$ cat src/rtl/steer_pkg.sv
// -----------------------------------------------------------------------------
// steer_pkg
//
// Shared types and constants for the rider-detect / steer-enable controller.
//
// Contents:
//    state_t          - controller state (IDLE / WAIT / STEER, 3 is illegal)
//    MIN_RIDER_WT_DEF - default nominal minimum rider weight
//    WT_HYST_DEF      - default hysteresis around the minimum rider weight
//    FAST_TMR_BITS    - settle-timer width used when FAST_SIM is set
//    settle_bits()    - picks the settle-timer width from FAST_SIM / TMR_W
// -----------------------------------------------------------------------------
package steer_pkg;

   typedef enum logic [1:0] {
      IDLE  = 2'd0,
      WAIT  = 2'd1,
      STEER = 2'd2
   } state_t;

   localparam int MIN_RIDER_WT_DEF = 'h200;
   localparam int WT_HYST_DEF      = 'h040;
   localparam int FAST_TMR_BITS    = 15;

   // Simulation builds shorten the settle time to keep runs tractable; the
   // normal width comes from the instantiating block.
   function automatic int settle_bits(input bit fast_sim, input int tmr_w);
      return fast_sim ? FAST_TMR_BITS : tmr_w;
   endfunction

endpackage

$ cat src/rtl/steer_en_p_sm.sv
// -----------------------------------------------------------------------------
// steer_en_p_sm
//
// State machine and output registers of the steer-enable controller. All
// arithmetic, the settle timer and the off counter live in the parent; this
// block only sees the resulting condition flags.
//
// Ports:
//    clk           in   system clock
//    rst_n         in   asynchronous active-low reset
//    ld_vld        in   load sample strobe; decisions happen only when high
//    sum_lt_min    in   total load below the lower rider threshold
//    sum_gt_min    in   total load above the upper rider threshold
//    diff_gt_1_4   in   left/right imbalance above a quarter of the total
//    diff_gt_15_16 in   left/right imbalance above 15/16 of the total
//    tmr_full      in   settle timer has saturated
//    off_done      in   this light sample completes the rider-off debounce
//    clr_tmr       out  clear the settle timer on this edge
//    en_steer      out  steering enabled (registered, high iff in STEER)
//    rider_off     out  one-cycle pulse when the rider leaves (registered)
//    state         out  current state, for debug
// -----------------------------------------------------------------------------
module steer_en_p_sm
   import steer_pkg::*;
(
   input  logic       clk,
   input  logic       rst_n,
   input  logic       ld_vld,
   input  logic       sum_lt_min,
   input  logic       sum_gt_min,
   input  logic       diff_gt_1_4,
   input  logic       diff_gt_15_16,
   input  logic       tmr_full,
   input  logic       off_done,
   output logic       clr_tmr,
   output logic       en_steer,
   output logic       rider_off,
   output logic [1:0] state
);

   state_t cur;
   logic   light_hold;

   assign state = cur;

   // A light sample that has not yet completed the debounce freezes the
   // decision: no state change and no timer clear, so the timer keeps counting.
   assign light_hold = sum_lt_min && !off_done;

   // The timer clear must act on the same edge as the decision it belongs to,
   // so it is decoded from the current state and flags rather than registered.
   // It covers entry into WAIT from either IDLE or STEER, and an imbalanced
   // sample while waiting to settle.
   assign clr_tmr = ld_vld &&
                    (((cur == IDLE)  && sum_gt_min) ||
                     ((cur == WAIT)  && !off_done && !light_hold && diff_gt_1_4) ||
                     ((cur == STEER) && !off_done && !light_hold && diff_gt_15_16));

   // Single registered state machine. Within each state the checks are in
   // priority order, so a completed rider-off debounce always beats an
   // imbalance condition seen on the same sample. en_steer is written on every
   // transition into or out of STEER so it always mirrors the state, and
   // rider_off defaults low so it can only ever be a single-cycle pulse.
   always_ff @(posedge clk or negedge rst_n) begin
      if (!rst_n) begin
         cur       <= IDLE;
         en_steer  <= 1'b0;
         rider_off <= 1'b0;
      end else begin
         rider_off <= 1'b0;
         case (cur)
            IDLE: begin
               if (ld_vld && sum_gt_min) begin
                  cur <= WAIT;
               end
            end
            WAIT: begin
               if (ld_vld) begin
                  if (off_done) begin
                     cur       <= IDLE;
                     rider_off <= 1'b1;
                  end else if (light_hold) begin
                     cur <= WAIT;
                  end else if (diff_gt_1_4) begin
                     cur <= WAIT;
                  end else if (tmr_full) begin
                     cur      <= STEER;
                     en_steer <= 1'b1;
                  end
               end
            end
            STEER: begin
               if (ld_vld) begin
                  if (off_done) begin
                     cur       <= IDLE;
                     en_steer  <= 1'b0;
                     rider_off <= 1'b1;
                  end else if (light_hold) begin
                     cur <= STEER;
                  end else if (diff_gt_15_16) begin
                     cur      <= WAIT;
                     en_steer <= 1'b0;
                  end
               end
            end
            default: begin
               cur       <= IDLE;
               en_steer  <= 1'b0;
               rider_off <= 1'b0;
            end
         endcase
      end
   end

endmodule

$ cat src/rtl/steer_en_p.sv
// -----------------------------------------------------------------------------
// steer_en_p
//
// Parametrised rider-detect / steer-enable controller for the load-cell front
// end. Combines left and right load samples into total-weight and imbalance
// flags, runs the settle timer and the rider-off debounce counter, and hands
// the flags to the state machine in steer_en_p_sm.
//
// Parameters:
//    LD_W         load-cell sample width (unsigned)
//    MIN_RIDER_WT nominal minimum rider weight
//    WT_HYST      hysteresis around MIN_RIDER_WT
//    TMR_W        settle-timer width for normal operation
//    FAST_SIM     1 = short settle timer for simulation
//    OFF_SMPLS    consecutive light samples that declare the rider off (>= 1)
//
// Ports:
//    clk       in   system clock
//    rst_n     in   asynchronous active-low reset
//    lft_ld    in   left load cell sample
//    rght_ld   in   right load cell sample
//    ld_vld    in   sample strobe; loads are evaluated only when high
//    en_steer  out  steering enabled (registered)
//    rider_off out  single-cycle pulse when the rider leaves (registered)
//    state     out  FSM state, for debug
// -----------------------------------------------------------------------------
module steer_en_p
   import steer_pkg::*;
#(
   parameter int LD_W         = 12,
   parameter int MIN_RIDER_WT = MIN_RIDER_WT_DEF,
   parameter int WT_HYST      = WT_HYST_DEF,
   parameter int TMR_W        = 26,
   parameter bit FAST_SIM     = 1'b0,
   parameter int OFF_SMPLS    = 4
)(
   input  logic            clk,
   input  logic            rst_n,
   input  logic [LD_W-1:0] lft_ld,
   input  logic [LD_W-1:0] rght_ld,
   input  logic            ld_vld,
   output logic            en_steer,
   output logic            rider_off,
   output logic [1:0]      state
);

   localparam int TB = settle_bits(FAST_SIM, TMR_W);
   localparam int SW = LD_W + 1;
   localparam int CW = $clog2(OFF_SMPLS + 1);

   // Thresholds carry one guard bit beyond the sum so that a large
   // MIN_RIDER_WT + WT_HYST cannot wrap into a small value.
   localparam logic [SW:0]   LO_THR   = (SW+1)'(MIN_RIDER_WT - WT_HYST);
   localparam logic [SW:0]   HI_THR   = (SW+1)'(MIN_RIDER_WT + WT_HYST);
   localparam logic [CW-1:0] OFF_MAX  = CW'(OFF_SMPLS);
   localparam logic [CW-1:0] OFF_LAST = CW'(OFF_SMPLS - 1);

   logic [SW-1:0]        sum;
   logic signed [SW-1:0] diff;
   logic [SW-1:0]        abs_diff;
   logic                 sum_lt_min;
   logic                 sum_gt_min;
   logic                 diff_gt_1_4;
   logic                 diff_gt_15_16;

   logic [TB-1:0]        tmr;
   logic                 tmr_full;
   logic                 clr_tmr;

   logic [CW-1:0]        off_cnt;
   logic                 off_done;
   logic                 to_idle;

   // The sum and difference are both one bit wider than a sample so that a
   // full-scale left/right split neither overflows the sum nor wraps the
   // signed difference before its magnitude is taken.
   assign sum      = {1'b0, lft_ld} + {1'b0, rght_ld};
   assign diff     = $signed({1'b0, lft_ld}) - $signed({1'b0, rght_ld});
   assign abs_diff = diff[SW-1] ? $unsigned(-diff) : $unsigned(diff);

   assign sum_lt_min    = {1'b0, sum} < LO_THR;
   assign sum_gt_min    = {1'b0, sum} > HI_THR;
   assign diff_gt_1_4   = abs_diff > (sum >> 2);
   assign diff_gt_15_16 = abs_diff > (sum - (sum >> 4));

   assign tmr_full = &tmr;

   // The debounce completes on the sample that would bring the count to
   // OFF_SMPLS, so the state machine can react on that same edge.
   assign off_done = sum_lt_min && (off_cnt >= OFF_LAST);

   // Leaving WAIT/STEER for IDLE (rider off, or recovery from the illegal
   // encoding) restarts the debounce from zero.
   assign to_idle = (state != IDLE) &&
                    ((state == 2'b11) || (ld_vld && off_done));

   // Settle timer: runs every clock while waiting to settle and holds at
   // all-ones once full, so a transition deferred by a missing strobe still
   // sees a full timer on the next valid sample.
   always_ff @(posedge clk or negedge rst_n) begin
      if (!rst_n) begin
         tmr <= '0;
      end else if (clr_tmr) begin
         tmr <= '0;
      end else if ((state == WAIT) && !tmr_full) begin
         tmr <= tmr + TB'(1);
      end
   end

   // Rider-off debounce: counts consecutive accepted light samples, saturating
   // at OFF_SMPLS; any accepted non-light sample restarts the run.
   always_ff @(posedge clk or negedge rst_n) begin
      if (!rst_n) begin
         off_cnt <= '0;
      end else if (to_idle) begin
         off_cnt <= '0;
      end else if (ld_vld) begin
         if (!sum_lt_min) begin
            off_cnt <= '0;
         end else if (off_cnt < OFF_MAX) begin
            off_cnt <= off_cnt + CW'(1);
         end
      end
   end

   steer_en_p_sm u_sm (
      .clk           (clk),
      .rst_n         (rst_n),
      .ld_vld        (ld_vld),
      .sum_lt_min    (sum_lt_min),
      .sum_gt_min    (sum_gt_min),
      .diff_gt_1_4   (diff_gt_1_4),
      .diff_gt_15_16 (diff_gt_15_16),
      .tmr_full      (tmr_full),
      .off_done      (off_done),
      .clr_tmr       (clr_tmr),
      .en_steer      (en_steer),
      .rider_off     (rider_off),
      .state         (state)
   );

endmodule

$ cat config.mk
export PLATFORM = sky130hd
export DESIGN_NAME = steer_en_p
export DESIGN_NICKNAME = d
export VERILOG_FILES = /design/src/rtl/steer_pkg.sv /design/src/rtl/steer_en_p_sm.sv /design/src/rtl/steer_en_p.sv
export SDC_FILE = /design/constraint.sdc
export NUM_CORES = 1
export LEC_CHECK = 0
export BUFFER_PORTS_ARGS = -buffer_cell sky130_fd_sc_hd__buf_2
export CAP_MARGIN = 25
export CORE_MARGIN = 3
export CORE_UTILIZATION = 50
export CTS_BUF_LIST = sky130_fd_sc_hd__clkbuf_4 sky130_fd_sc_hd__clkbuf_8 sky130_fd_sc_hd__clkbuf_16
export DETAILED_ROUTE_END_ITERATION = 8
export PLACE_DENSITY = 0.71
export SYNTH_ARGS = -nofsm -noshare
export SYNTH_HDL_FRONTEND = slang
export SYNTH_SLANG_ARGS = --single-unit
$ cat constraint.sdc
create_clock -name clk -period 3 [get_ports clk]
set_clock_uncertainty 0.1 [all_clocks]
set_input_delay 0.6 -clock clk [delete_from_list [all_inputs] [get_ports clk]]
set_output_delay 0.6 -clock clk [all_outputs]
set_load 0.005 [all_outputs]
==> summary.txt, run 1 <==
Outcome: complete, but fails checks
Failing checks: negative setup slack
Post-Syn Area: 0.004956 sq mm
Max cap viols: 0
CTS Buf Count: 5
Clock share of power: 8.0%
Grt total ovfl: 0
1st-iter DRT viols: 301
Met3 WL: 806 um
Clk slew on worst S/H paths: 70 ps
Syn nets: 694
Row Count: 35
Hpwl dp: 11600 um
DR WL met2: 7429 um
Final min period: 5048 ps
CP Capture Type: flip-flop
Worst EP arrival: 5150 ps
Worst skew pair latency: 290 ps
Worst Hold Class: primary input to async pin
Port Buffers: 30
Slew @ Worst Pin: 740.3 ps
Rel. slew slack: 50.65%
Sink Count: 33
Drt wl/cell: 16.25 um
Global-route wire length before repair: 25170 um
Post-Syn Instances: 599
WHS: 264.0 ps
Most used DFF post-synth: dfrtp_1
Number of remaining DRC errors: 0
Layout cells sized above 1: 42.16%
Total track usage: 26.89%
Final wirelength: 15160 um
Setup WS pre-CTS: -2469 ps
Syn Area/Cell: 8.274 sq um
Antenna Violating Nets Remaining: 0
Initial core utilization: 52.64%
Number of H-tree levels: 2
Final WS setup: -2048 ps
Crit Path Category: primary input to flip-flop
Fmax: 198.1 MHz
Antenna violations before repair: 0
Max rail drop VDD: 272.3 uV
Hold-fix buffers, CTS: 0
Most common cell after layout, fill and taps aside: buf_4
Power Dens Cells: 587.3 mW/mm^2
Pint: 2.342 mW
Slew Limit Fails: 0
Root buffer cell: clkbuf_8
Initial DRT Pass Iterations: 5
Sw Share: 45.27%
Setup Viol. Count Final: 32
Post-Place Cells: 901
Syn-to-layout area delta: 47.03%
Vias: 5441
Yosys cell types: 75
Leak pwr: 3.379 nW
Fin crit share: 168.3%
Total power: 4.280 mW
Final number of hold-violating endpoints: 0
Asr flop ratio synth: 100.0%
Highest routing layer actually used: met4
Most frequent cells in the layout: buf_4, ha_1, inv_1
Share of power burned in registers: 12.2%
RD Place Congestion: 0.9015
Synth warn: 0
Ports: 31
Sequential element share of the synthesized area: 16.66%
Final #Nets: 898
FILL cells: 605
CTS tree: yes
Core Area: 0.009415 sq mm
Layout Cells excl Fill: 933
Via density: 5.832
RSZ-0062 raised after global routing: yes
Full die area: 0.01114 sq mm
EDFF count, synth: 0
Combinational share of power: 79.8%
Met1 WL: 6634 um
Startpoint Class: primary input
CP required: 3110 ps
Ant diodes: 0
Sw Pwr: 1.937 mW
Die height: 105.6 um
Vias in the first global route: 5481
Die width: 105.6 um
Final Util: 77.40%
Clock tree buffer depth: 2
Pin count of the biggest net entering global routing: 34
Crit Path Max Fanout: 13
#FFs+latches synth: 33
-- power by group through the flow --
| stage | Combinational, mW | Sequential [mW] | Clock (mW) |
|---|---|---|---|
| global route | 3.71 | 0.529 | 0.370 |
| floorplan | 1.69 | 0.525 | 0 |
| finish | 3.41 | 0.523 | 0.342 |
| global placement | 2.66 | 0.527 | 0 |
| CTS | 3.03 | 0.522 | 0.349 |
| detailed placement | 2.76 | 0.530 | 0 |
-- flip-flops by register name, indices dropped and copies added, names as in the netlist --
register / cells
off_cnt: 3
tmr: 26
u_sm.en_steer: 1
u_sm.rider_off: 1
u_sm.state: 2
-- cells in the mapped netlist (7+ instances only) --
| cell type | count | area [sq um] |
|---|---|---|
| nand3_1 | 22 | 110.1 |
| xnor2_1 | 37 | 324.1 |
| nor4_1 | 8 | 50.05 |
| buf_2 | 7 | 35.03 |
| nor3_2 | 20 | 200.2 |
| a21oi_1 | 33 | 165.2 |
| o21ai_0 | 24 | 120.1 |
| nor2_1 | 37 | 138.9 |
| nand4_1 | 15 | 93.84 |
| ha_1 | 65 | 813.3 |
| nand2_1 | 26 | 97.59 |
| inv_1 | 48 | 180.2 |
| dfrtp_1 | 33 | 825.8 |
| and4_1 | 7 | 61.31 |
| and3_1 | 10 | 62.56 |
| a21o_1 | 10 | 75.07 |
| xor2_1 | 20 | 175.2 |
| nand2b_1 | 9 | 56.30 |
| o21bai_1 | 7 | 52.55 |
| nor3_1 | 20 | 100.1 |
| a211oi_1 | 14 | 105.1 |
| nor2b_1 | 12 | 75.07 |
| a31oi_1 | 7 | 43.79 |
-- cells by family (layout without fill, tap and decap cells) --
group                    count (synthesis)  after routing  share of synthesized area, %
AO/OA/AOI/OAI                          161            161                         23.98
XOR/XNOR                                58             58                         10.53
adder cells (fa/ha/maj)                 68             68                         17.62
buffers and inverters                   69            274                         6.008
flip-flops                              33             33                         16.66
multiplexers                             5              5                         1.035
AND/OR/NAND/NOR                        205            205                         24.16
-- path summary, 6_finish.rpt --
kind	cells after the start	from	slack, ps	endpoint
setup / recovery	26	rght_ld[1]	-2050	tmr[11]$_DFFE_PN0P_
hold / removal	1	rst_n	260	tmr[21]$_DFFE_PN0P_
setup reg to reg	9	tmr[0]$_DFFE_PN0P_	340	tmr[21]$_DFFE_PN0P_
hold reg to reg	2	u_sm.en_steer$_DFFE_PN0P_	470	u_sm.en_steer$_DFFE_PN0P_
max in group asynchronous	1	rst_n	2060	tmr[13]$_DFFE_PN0P_
min in group clk	2	u_sm.en_steer$_DFFE_PN0P_	470	u_sm.en_steer$_DFFE_PN0P_
-- critical path, stage by stage --
cell,delay (ps)
buf_8,80
clkinvlp_4,90
buf_6,130
fa_2,400
or2_4,290
a211o_1,290
a21oi_2,230
xnor2_2,170
inv_2,90
ha_4,270
o21a_1,160
o21ai_2,80
o21ai_2,160
xnor2_1,140
ha_1,260
a21o_1,200
a2111oi_4,360
o21ai_2,100
o21ai_2,160
a21oi_2,80
buf_4,150
a22oi_2,160
nor2_2,70
buf_12,160
buf_12,140
nor3_2,110
-- layer usage --
metal / global-route usage [%] / vias up
li1: - / 2627
met1: 35.72 / 2585
met2: 45.90 / 196
met3: 3.429 / 33
met4: 7.401 / 0
met5: 0 / -
-- area by class of cell --
class | count | area, sq um | area share [%]
multi-input combinational | 497 | 4365 | 59.91
timing repair buffer | 215 | 1642 | 22.53
sequential | 33 | 825.8 | 11.33
inverter | 51 | 206.4 | 2.833
tap | 129 | 161.4 | 2.215
clock buffer | 6 | 76.32 | 1.047
clock inverter | 2 | 10.01 | 0.1374
-- metrics by stage --
stage	cell area (sq um)	TNS [ps]
4_1_cts	7037	-54480
5_1_grt	7287	-63590
3_5_place_dp	6598	-70290
6_report	7287	-58270
2_1_floorplan	5169	-54210
3_3_place_gp	6598	-64010
-- timing repair --
| item | in CTS | in global routing |
|---|---|---|
| resized for setup | 51 | 32 |
| pin swaps | 37 | 37 |
| setup buffers | 14 | 11 |
| endpoints found under the setup margin | 33 | 33 |
| cloned | 0 | 0 |
No activity file was read; power rests on OpenSTA's default activity.
==> run 2, diff against run 1 <==
--- a/config.mk
+++ b/config.mk
@@ -7,11 +7,12 @@
 export LEC_CHECK = 0
 export BUFFER_PORTS_ARGS = -buffer_cell sky130_fd_sc_hd__buf_2
 export CAP_MARGIN = 25
-export CORE_MARGIN = 3
+export CORE_MARGIN = 8
 export CORE_UTILIZATION = 50
 export CTS_BUF_LIST = sky130_fd_sc_hd__clkbuf_4 sky130_fd_sc_hd__clkbuf_8 sky130_fd_sc_hd__clkbuf_16
 export DETAILED_ROUTE_END_ITERATION = 8
 export PLACE_DENSITY = 0.71
 export SYNTH_ARGS = -nofsm -noshare
 export SYNTH_HDL_FRONTEND = slang
+export SYNTH_HIERARCHICAL = 1
 export SYNTH_SLANG_ARGS = --single-unit
==> run 2 against run 1 <==
  * Critical path depth is 6 higher
  * Synthesized area fell by 5.9%
  * Sequential cell count is the same
  * Setup slack worse by 870 ps
  * Global-route usage decreased by 4.3 points
  * Critical endpoint is now tmr[18]$_DFFE_PN0P_
  * Largest cell class unchanged
  * Sequential power fell by 0.8%
  * Total power decreased by 4.0%
  * Worst hold slack lost 2.5 ps
  * Clock power decreased by 4%
  * Cell count shrank 3.6%
  * Die area rose by 14%
  * The flow finishes with violations (design-rule violations, negative setup slack)
==> summary.txt, run 2 <==
Max rail drop VDD: 264.0 uV (was 272.3 uV)
Die height: 112.6 um (was 105.6 um)
Most flops, register: tmr (unchanged)
Hpwl dp: 11190 um (was 11600 um)
CP Capture Type: flip-flop (unchanged)
Most frequent cells in the layout: buf_4, nor2_1, ha_1 (was buf_4, ha_1, inv_1)
Failing checks: design-rule violations, negative setup slack (was negative setup slack)
Outcome: complete, but fails checks (unchanged)
Ports: 31 (unchanged)
Number of remaining DRC errors: 2 (was 0)
Final WS setup: -2921 ps (was -2048 ps)
Leak pwr: 3.309 nW (was 3.379 nW)
Global-route wire length before repair: 23870 um (was 25170 um)
Syn Area/Cell: 8.010 sq um (was 8.274 sq um)
Area leader, netlist: dfrtp_1 (unchanged)
Die width: 112.6 um (was 105.6 um)
Area contributors post-synth: dfrtp_1, ha_1, xnor2_1 (unchanged)
Total track usage: 22.62% (was 26.89%)
Synth warn: 6 (was 0)
Most used cell along the critical path: buf_6 (was o21ai_2)
Final Util: 78.18% (was 77.40%)
Post-Syn Area: 0.004662 sq mm (was 0.004956 sq mm)
Area share of the largest cell type after synthesis: 17.71% (was 16.66%)
Final min period: 5921 ps (was 5048 ps)
CP required: 3080 ps (was 3110 ps)
Antenna Violating Nets Remaining: 0 (unchanged)
Via density: 5.810 (was 5.832)
Layout cells sized above 1: 46.07% (was 42.16%)
Vias in the first global route: 5285 (was 5481)
Power Dens Cells: 574.3 mW/mm^2 (was 587.3 mW/mm^2)
Worst Hold Class: primary input to async pin (unchanged)
Clock tree buffer depth: 2 (unchanged)
Syn nets: 677 (was 694)
RSZ-0062 raised after global routing: yes (unchanged)
Clk slew on worst S/H paths: 70 ps (about the same)
Grt total ovfl: 0 (unchanged)
Antenna violations before repair: 0 (unchanged)
CTS Buf Count: 5 (unchanged)
#FFs+latches synth: 33 (unchanged)
Synth top cells by count: ha_1, nor2_1, inv_1 (was ha_1, inv_1, nor2_1, xnor2_1)
Asr flop ratio synth: 100.0% (unchanged)
Most used DFF post-synth: dfrtp_1 (unchanged)
Total power: 4.109 mW (was 4.280 mW)
Fmax: 168.9 MHz (was 198.1 MHz)
Count leader, synth: ha_1 (unchanged)
Worst skew pair latency: 290 ps (about the same)
Worst EP arrival: 6000 ps (was 5150 ps)
Final #Nets: 882 (was 898)
Core Area: 0.009153 sq mm (was 0.009415 sq mm)
Crit Path Category: primary input to flip-flop (unchanged)
CTS tree: yes (unchanged)
Full die area: 0.01267 sq mm (was 0.01114 sq mm)
Initial DRT Pass Iterations: 8 (was 5)
Setup_tns: -80560 ps (was -58270 ps)
Max FFs per register: 26 (unchanged)
FILL cells: 567 (was 605)
Final wirelength: 15260 um (was 15160 um)
Post-Syn Instances: 582 (was 599)
Number of H-tree levels: 2 (unchanged)
Ant diodes: 0 (unchanged)
Slew @ Worst Pin: 720.6 ps (was 740.3 ps)
CP max stage delay: 410 ps (was 400 ps)
Slew Limit Fails: 0 (unchanged)
Sink Count: 33 (unchanged)
EDFF count, synth: 0 (unchanged)
Fin crit share: 197.4% (was 168.3%)
Slowest cell on crit path: or3_4 (was fa_2)
Final number of hold-violating endpoints: 0 (unchanged)
RD Place Congestion: 0.8505 (was 0.9015)
Setup Viol. Count Final: 33 (was 32)
WP buf/inv: 6 (was 7)
Pin count of the biggest net entering global routing: 34 (unchanged)
Max cap viols: 0 (unchanged)
Hold-fix buffers, CTS: 0 (unchanged)
Root buffer cell: clkbuf_8 (unchanged)
Initial core utilization: 50.94% (was 52.64%)
1st-iter DRT viols: 320 (was 301)
Row Count: 35 (unchanged)
Sequential element share of the synthesized area: 17.71% (was 16.66%)
Drt wl/cell: 16.97 um (was 16.25 um)
Crit Path Max Fanout: 3 (was 13)
Syn-to-layout area delta: 53.49% (was 47.03%)
Yosys cell types: 82 (was 75)
Most common cell after layout, fill and taps aside: buf_4 (unchanged)
Port Buffers: 30 (unchanged)
Vias: 5223 (was 5441)
Rel. slew slack: 51.96% (was 50.65%)
Startpoint Class: primary input (unchanged)
Cell family with most CP delay: compound AO/OA/AOI/OAI gates (unchanged)
run 2: changes by cell type after synthesis, sizes merged, moves of 6 or more:
cell,before,now
a211oi,16,8
a21oi,33,42
buf,13,6
nand2,26,35
nor2,37,61
nor3,40,17
xnor2,37,29
xor2,20,26
run 2: through the flow:
stage | instances | setup WS [ps] | area (sq um) | hold slack [ps]
global route | 899 | -3167 | 7156 | 312.8
floorplan | 582 | -2709 | 4885 | 204.4
global placement | 860 | -3101 | 6216 | 417.9
CTS | 886 | -2623 | 6760 | 281.3
finish | 899 | -2921 | 7156 | 261.5
detailed placement | 860 | -3272 | 6216 | 425.4
run 2: worst reg2reg max path: stages, from the launching register on:
cell      delay (ps)
dfrtp_1          410
ha_1             210
ha_1             180
a211oi_1         210
buf_4            170
nor2_4            40
nor2_1           240
nand2_2          120
a21oi_4          240
o21ai_4           70
or3_4            410
nor3_4           240
buf_4            160
xnor2_2          110
nor2_1            60
run 2: repair_timing:
item | CTS | global route
setup endpoints to repair | 33 | 33
pin swaps | 71 | 62
buffers inserted | 17 | 13
resized for setup | 72 | 64
cloned | 1 | 0
run 2: logic make-up after synthesis:
kind of cell / count (synthesis) / share of synthesized area [%]
buffers and inverters: 65 / 5.716
AO/OA/AOI/OAI: 135 / 19.91
multiplexers: 9 / 2.067
XOR/XNOR: 56 / 10.82
flip-flops: 33 / 17.71
adder cells (fa/ha/maj): 69 / 18.95
AND/OR/NAND/NOR: 215 / 24.83
run 2: path summary, 6_finish.rpt:
| kind | start | cells past startpoint | slack [ps] | end |
|---|---|---|---|---|
| worst max-delay path | lft_ld[0] | 32 | -2920 | tmr[18]$_DFFE_PN0P_ |
| worst min-delay path | rst_n | 1 | 260 | tmr[7]$_DFFE_PN0P_ |
| worst max register to register | off_cnt[0]$_DFFE_PN0P_ | 14 | -60 | tmr[18]$_DFFE_PN0P_ |
| worst min register to register | tmr[21]$_DFFE_PN0P_ | 2 | 470 | tmr[21]$_DFFE_PN0P_ |
| max in group asynchronous | rst_n | 1 | 2080 | tmr[3]$_DFFE_PN0P_ |
| min in group clk | tmr[21]$_DFFE_PN0P_ | 2 | 470 | tmr[21]$_DFFE_PN0P_ |
run 2: layout make-up:
type | instances | area [sq um] | share of cell area, %
clock buffer | 5 | 68.82 | 0.9617
clock inverter | 3 | 17.52 | 0.2448
inverter | 50 | 202.7 | 2.833
multi-input combinational | 484 | 4250 | 59.40
sequential | 33 | 825.8 | 11.54
tap | 111 | 138.9 | 1.941
timing repair buffer | 213 | 1652 | 23.08
run 2: power by group:
group / switching, mW / total, mW / internal [mW]
clock network: 0.170 / 0.330 / 0.160
logic: 1.61 / 3.26 / 1.65
registers: 0.0455 / 0.519 / 0.474
run 2: layer usage:
layer | vias to the layer above | share of wire (%) | GRT usage, %
li1 | 2496 | - | -
met1 | 2555 | 41 | 26.06
met2 | 130 | 52 | 41.62
met3 | 42 | 3.6 | 2.899
met4 | 0 | 3.2 | 8.094
met5 | - | 0 | 0
==> run 3, diff against run 2 <==
--- a/config.mk
+++ b/config.mk
@@ -14,5 +14,4 @@
 export PLACE_DENSITY = 0.71
 export SYNTH_ARGS = -nofsm -noshare
 export SYNTH_HDL_FRONTEND = slang
-export SYNTH_HIERARCHICAL = 1
 export SYNTH_SLANG_ARGS = --single-unit
==> run 3 against run 2 <==
  * The run ends with negative setup slack left
  * Sequential share of layout area is 0.17 points lower
  * Wire length is 6.3% higher
  * Clock power is 36% higher
  * Critical path depth down 6
  * Die area grew 5.4%
  * Critical path type unchanged
  * Design area is 1.5% higher
  * Utilization is 3.2 points lower
==> summary.txt, run 3 (same netlist as run 1, synthesis figures left out) <==
Outcome: complete, but fails checks (unchanged)
Failing checks: negative setup slack (was design-rule violations, negative setup slack)
Combinational share of power: 77.0% (was 79.3%)
Leak pwr: 3.413 nW (was 3.309 nW)
Worst reg2reg endpoint: tmr[17]$_DFFE_PN0P_ (was tmr[18]$_DFFE_PN0P_)
Most common cell after layout, fill and taps aside: buf_4 (unchanged)
Ant diodes: 0 (unchanged)
Total track usage: 23.80% (was 22.62%)
Die height: 115.6 um (was 112.6 um)
Ports: 31 (unchanged)
Final min period: 5220 ps (was 5921 ps)
Max cap viols: 0 (unchanged)
Worst Reg2Reg Path Length in Cells: 9 (was 14)
Crit Path Category: primary input to flip-flop (unchanged)
Max FFs per register: 26 (unchanged)
Setup_tns: -63280 ps (was -80560 ps)
Number of H-tree levels: 2 (unchanged)
Worst skew pair latency: 290 ps (about the same)
Fin crit share: 174.0% (was 197.4%)
Via density: 5.938 (was 5.810)
Setup Viol. Count Final: 33 (unchanged)
Vias: 5617 (was 5223)
Fmax: 191.6 MHz (was 168.9 MHz)
Slew @ Worst Pin: 743.8 ps (was 720.6 ps)
Grt total ovfl: 0 (unchanged)
Share of power burned in registers: 12.4% (was 12.6%)
Full die area: 0.01335 sq mm (was 0.01267 sq mm)
Number of remaining DRC errors: 0 (was 2)
Clock share of power: 10.6% (was 8.0%)
RD Place Congestion: 0.8871 (was 0.8505)
Setup WS pre-CTS: -2567 ps (was -3272 ps)
Final number of hold-violating endpoints: 0 (unchanged)
Critical path endpoint: u_sm.state[0]$_DFFE_PN0P_ (was tmr[18]$_DFFE_PN0P_)
Root buffer cell: clkbuf_8 (unchanged)
Die width: 115.6 um (was 112.6 um)
Slew Limit Fails: 0 (unchanged)
Vias in the first global route: 5826 (was 5285)
FILL cells: 641 (was 567)
Syn-to-layout area delta: 46.60% (was 53.49%)
Startpoint Class: primary input (unchanged)
Initial DRT Pass Iterations: 5 (was 8)
Pin count of the biggest net entering global routing: 34 (unchanged)
Antenna violations before repair: 0 (unchanged)
Final wirelength: 16230 um (was 15260 um)
Worst reg2reg startpoint: tmr[7]$_DFFE_PN0P_ (was off_cnt[0]$_DFFE_PN0P_)
RSZ-0062 raised after global routing: yes (unchanged)
Initial core utilization: 51.18% (was 50.94%)
CP Capture Type: flip-flop (unchanged)
Core Area: 0.009684 sq mm (was 0.009153 sq mm)
Max rail drop VDD: 311.8 uV (was 264.0 uV)
Most flops, register: tmr (unchanged)
FF-to-FF setup slack: 460 ps (was -60 ps)
Antenna Violating Nets Remaining: 0 (unchanged)
Crit Path Max Fanout: 3 (unchanged)
CP required: 3070 ps (was 3080 ps)
Total power: 4.231 mW (was 4.109 mW)
Clk slew on worst S/H paths: 70 ps (about the same)
Port Buffers: 30 (unchanged)
Worst EP arrival: 5290 ps (was 6000 ps)
Final WS setup: -2220 ps (was -2921 ps)
Layout Cells excl Fill: 946 (was 899)
Post-Place Cells: 900 (was 860)
Final #Nets: 907 (was 882)
Power Dens Cells: 582.4 mW/mm^2 (was 574.3 mW/mm^2)
Hpwl dp: 11590 um (was 11190 um)
Pint: 2.318 mW (was 2.282 mW)
Worst Hold Class: primary input to async pin (unchanged)
CP startpoint: rght_ld[1] (was lft_ld[0])
CTS tree: yes (unchanged)
Sw Pwr: 1.913 mW (was 1.828 mW)
Most frequent cells in the layout: buf_4, ha_1, inv_1 (was buf_4, nor2_1, ha_1)
Sw Share: 45.22% (was 44.47%)
CTS Buf Count: 5 (unchanged)
1st-iter DRT viols: 415 (was 320)
Global-route wire length before repair: 26250 um (was 23870 um)
Rel. slew slack: 50.42% (was 51.96%)
Clock tree buffer depth: 2 (unchanged)
Drt wl/cell: 17.15 um (was 16.97 um)
Sink Count: 33 (unchanged)
Layout cells sized above 1: 41.45% (was 46.07%)
Row Count: 36 (was 35)
==> run 3: cell types whose count changed in the layout (fill, tap and decap cells not counted), sizes merged, moves of 5 or more <==
cell / delta
nor2: -24
nor3: +23
buf: +12
a21oi: -9
nand2: -9
a211oi: +8
xnor2: +8
xor2: -6
a21o: +5
and3: +5
nor3b: -5
o21ai: -5
or3: -5
==> run 3: how the worst min path moves through the flow <==
stage / start / end / slack, ps
6_report: rst_n / tmr[16]$_DFFE_PN0P_ / 270
5_1_grt: rst_n / tmr[16]$_DFFE_PN0P_ / 330
4_1_cts: rst_n / tmr[9]$_DFFE_PN0P_ / 290
3_5_place_dp: u_sm.en_steer$_DFFE_PN0P_ / u_sm.en_steer$_DFFE_PN0P_ / 430
3_3_place_gp: u_sm.en_steer$_DFFE_PN0P_ / u_sm.en_steer$_DFFE_PN0P_ / 430
2_1_floorplan: rst_n / off_cnt[0]$_DFFE_PN0P_ / 200
==> run 3: power groups by stage <==
| stage | logic [mW] | clock network, mW | registers [mW] |
|---|---|---|---|
| after global routing | 3.48 | 0.480 | 0.533 |
| after detailed placement | 2.63 | 0 | 0.532 |
| final | 3.26 | 0.448 | 0.526 |
| after floorplan | 1.69 | 0 | 0.525 |
| after global placement | 2.53 | 0 | 0.528 |
| after CTS | 3.02 | 0.450 | 0.524 |
==> run 3: stage by stage <==
step / hold slack [ps] / area, sq um / utilization [%]
2_1_floorplan: 204.4 / 5169 / -
3_3_place_gp: 430.6 / 6565 / 67.79
3_5_place_dp: 434.6 / 6565 / 67.79
4_1_cts: 292.9 / 7134 / 73.67
5_1_grt: 326.9 / 7266 / 75.03
6_report: 272.6 / 7266 / 75.03
==> run 3: what timing repair did <==
| item | in CTS | in global routing |
|---|---|---|
| endpoints found under the setup margin | 33 | 33 |
| resized for setup | 38 | 14 |
| pin swaps | 31 | 27 |
| setup buffers | 32 | 8 |
| hold buffers | 0 | 0 |
==> run 3: per-layer routing <==
layer / GRT usage [%] / up-vias / wire length, um
met3: 3.439 / 68 / 765
met2: 44.22 / 231 / 8470
met5: 0 / - / 0
met4: 12.52 / 0 / 727
li1: - / 2657 / -
met1: 25.47 / 2661 / 6265
==> run 3: critical path, cell delays in order <==
cell        delay [ps]
buf_8               80
clkinvlp_4         120
ha_4               240
nand2b_4           150
a2111oi_4          380
buf_4              200
o32a_4             200
a21oi_4             80
xnor2_2            240
ha_1               290
a21oi_2            210
o31ai_4            110
a21oi_2            160
o21bai_1           100
xnor2_1            130
ha_1               320
nand3_2             80
o21bai_4           190
a211oi_2           220
o21ai_2            110
a21oi_2            180
nand2b_4           150
o211ai_1           120
buf_4              170
a41o_1             230
a32o_1             220
==> run 3: cell type report <==
cell class	count	area, sq um	share of cell area, %
tap	133	166.4	2.290
inverter	51	203.9	2.807
clock buffer	7	90.09	1.240
timing repair buffer	224	1680	23.13
multi-input combinational	497	4269	58.76
sequential	33	825.8	11.37
clock inverter	1	30.03	0.4133
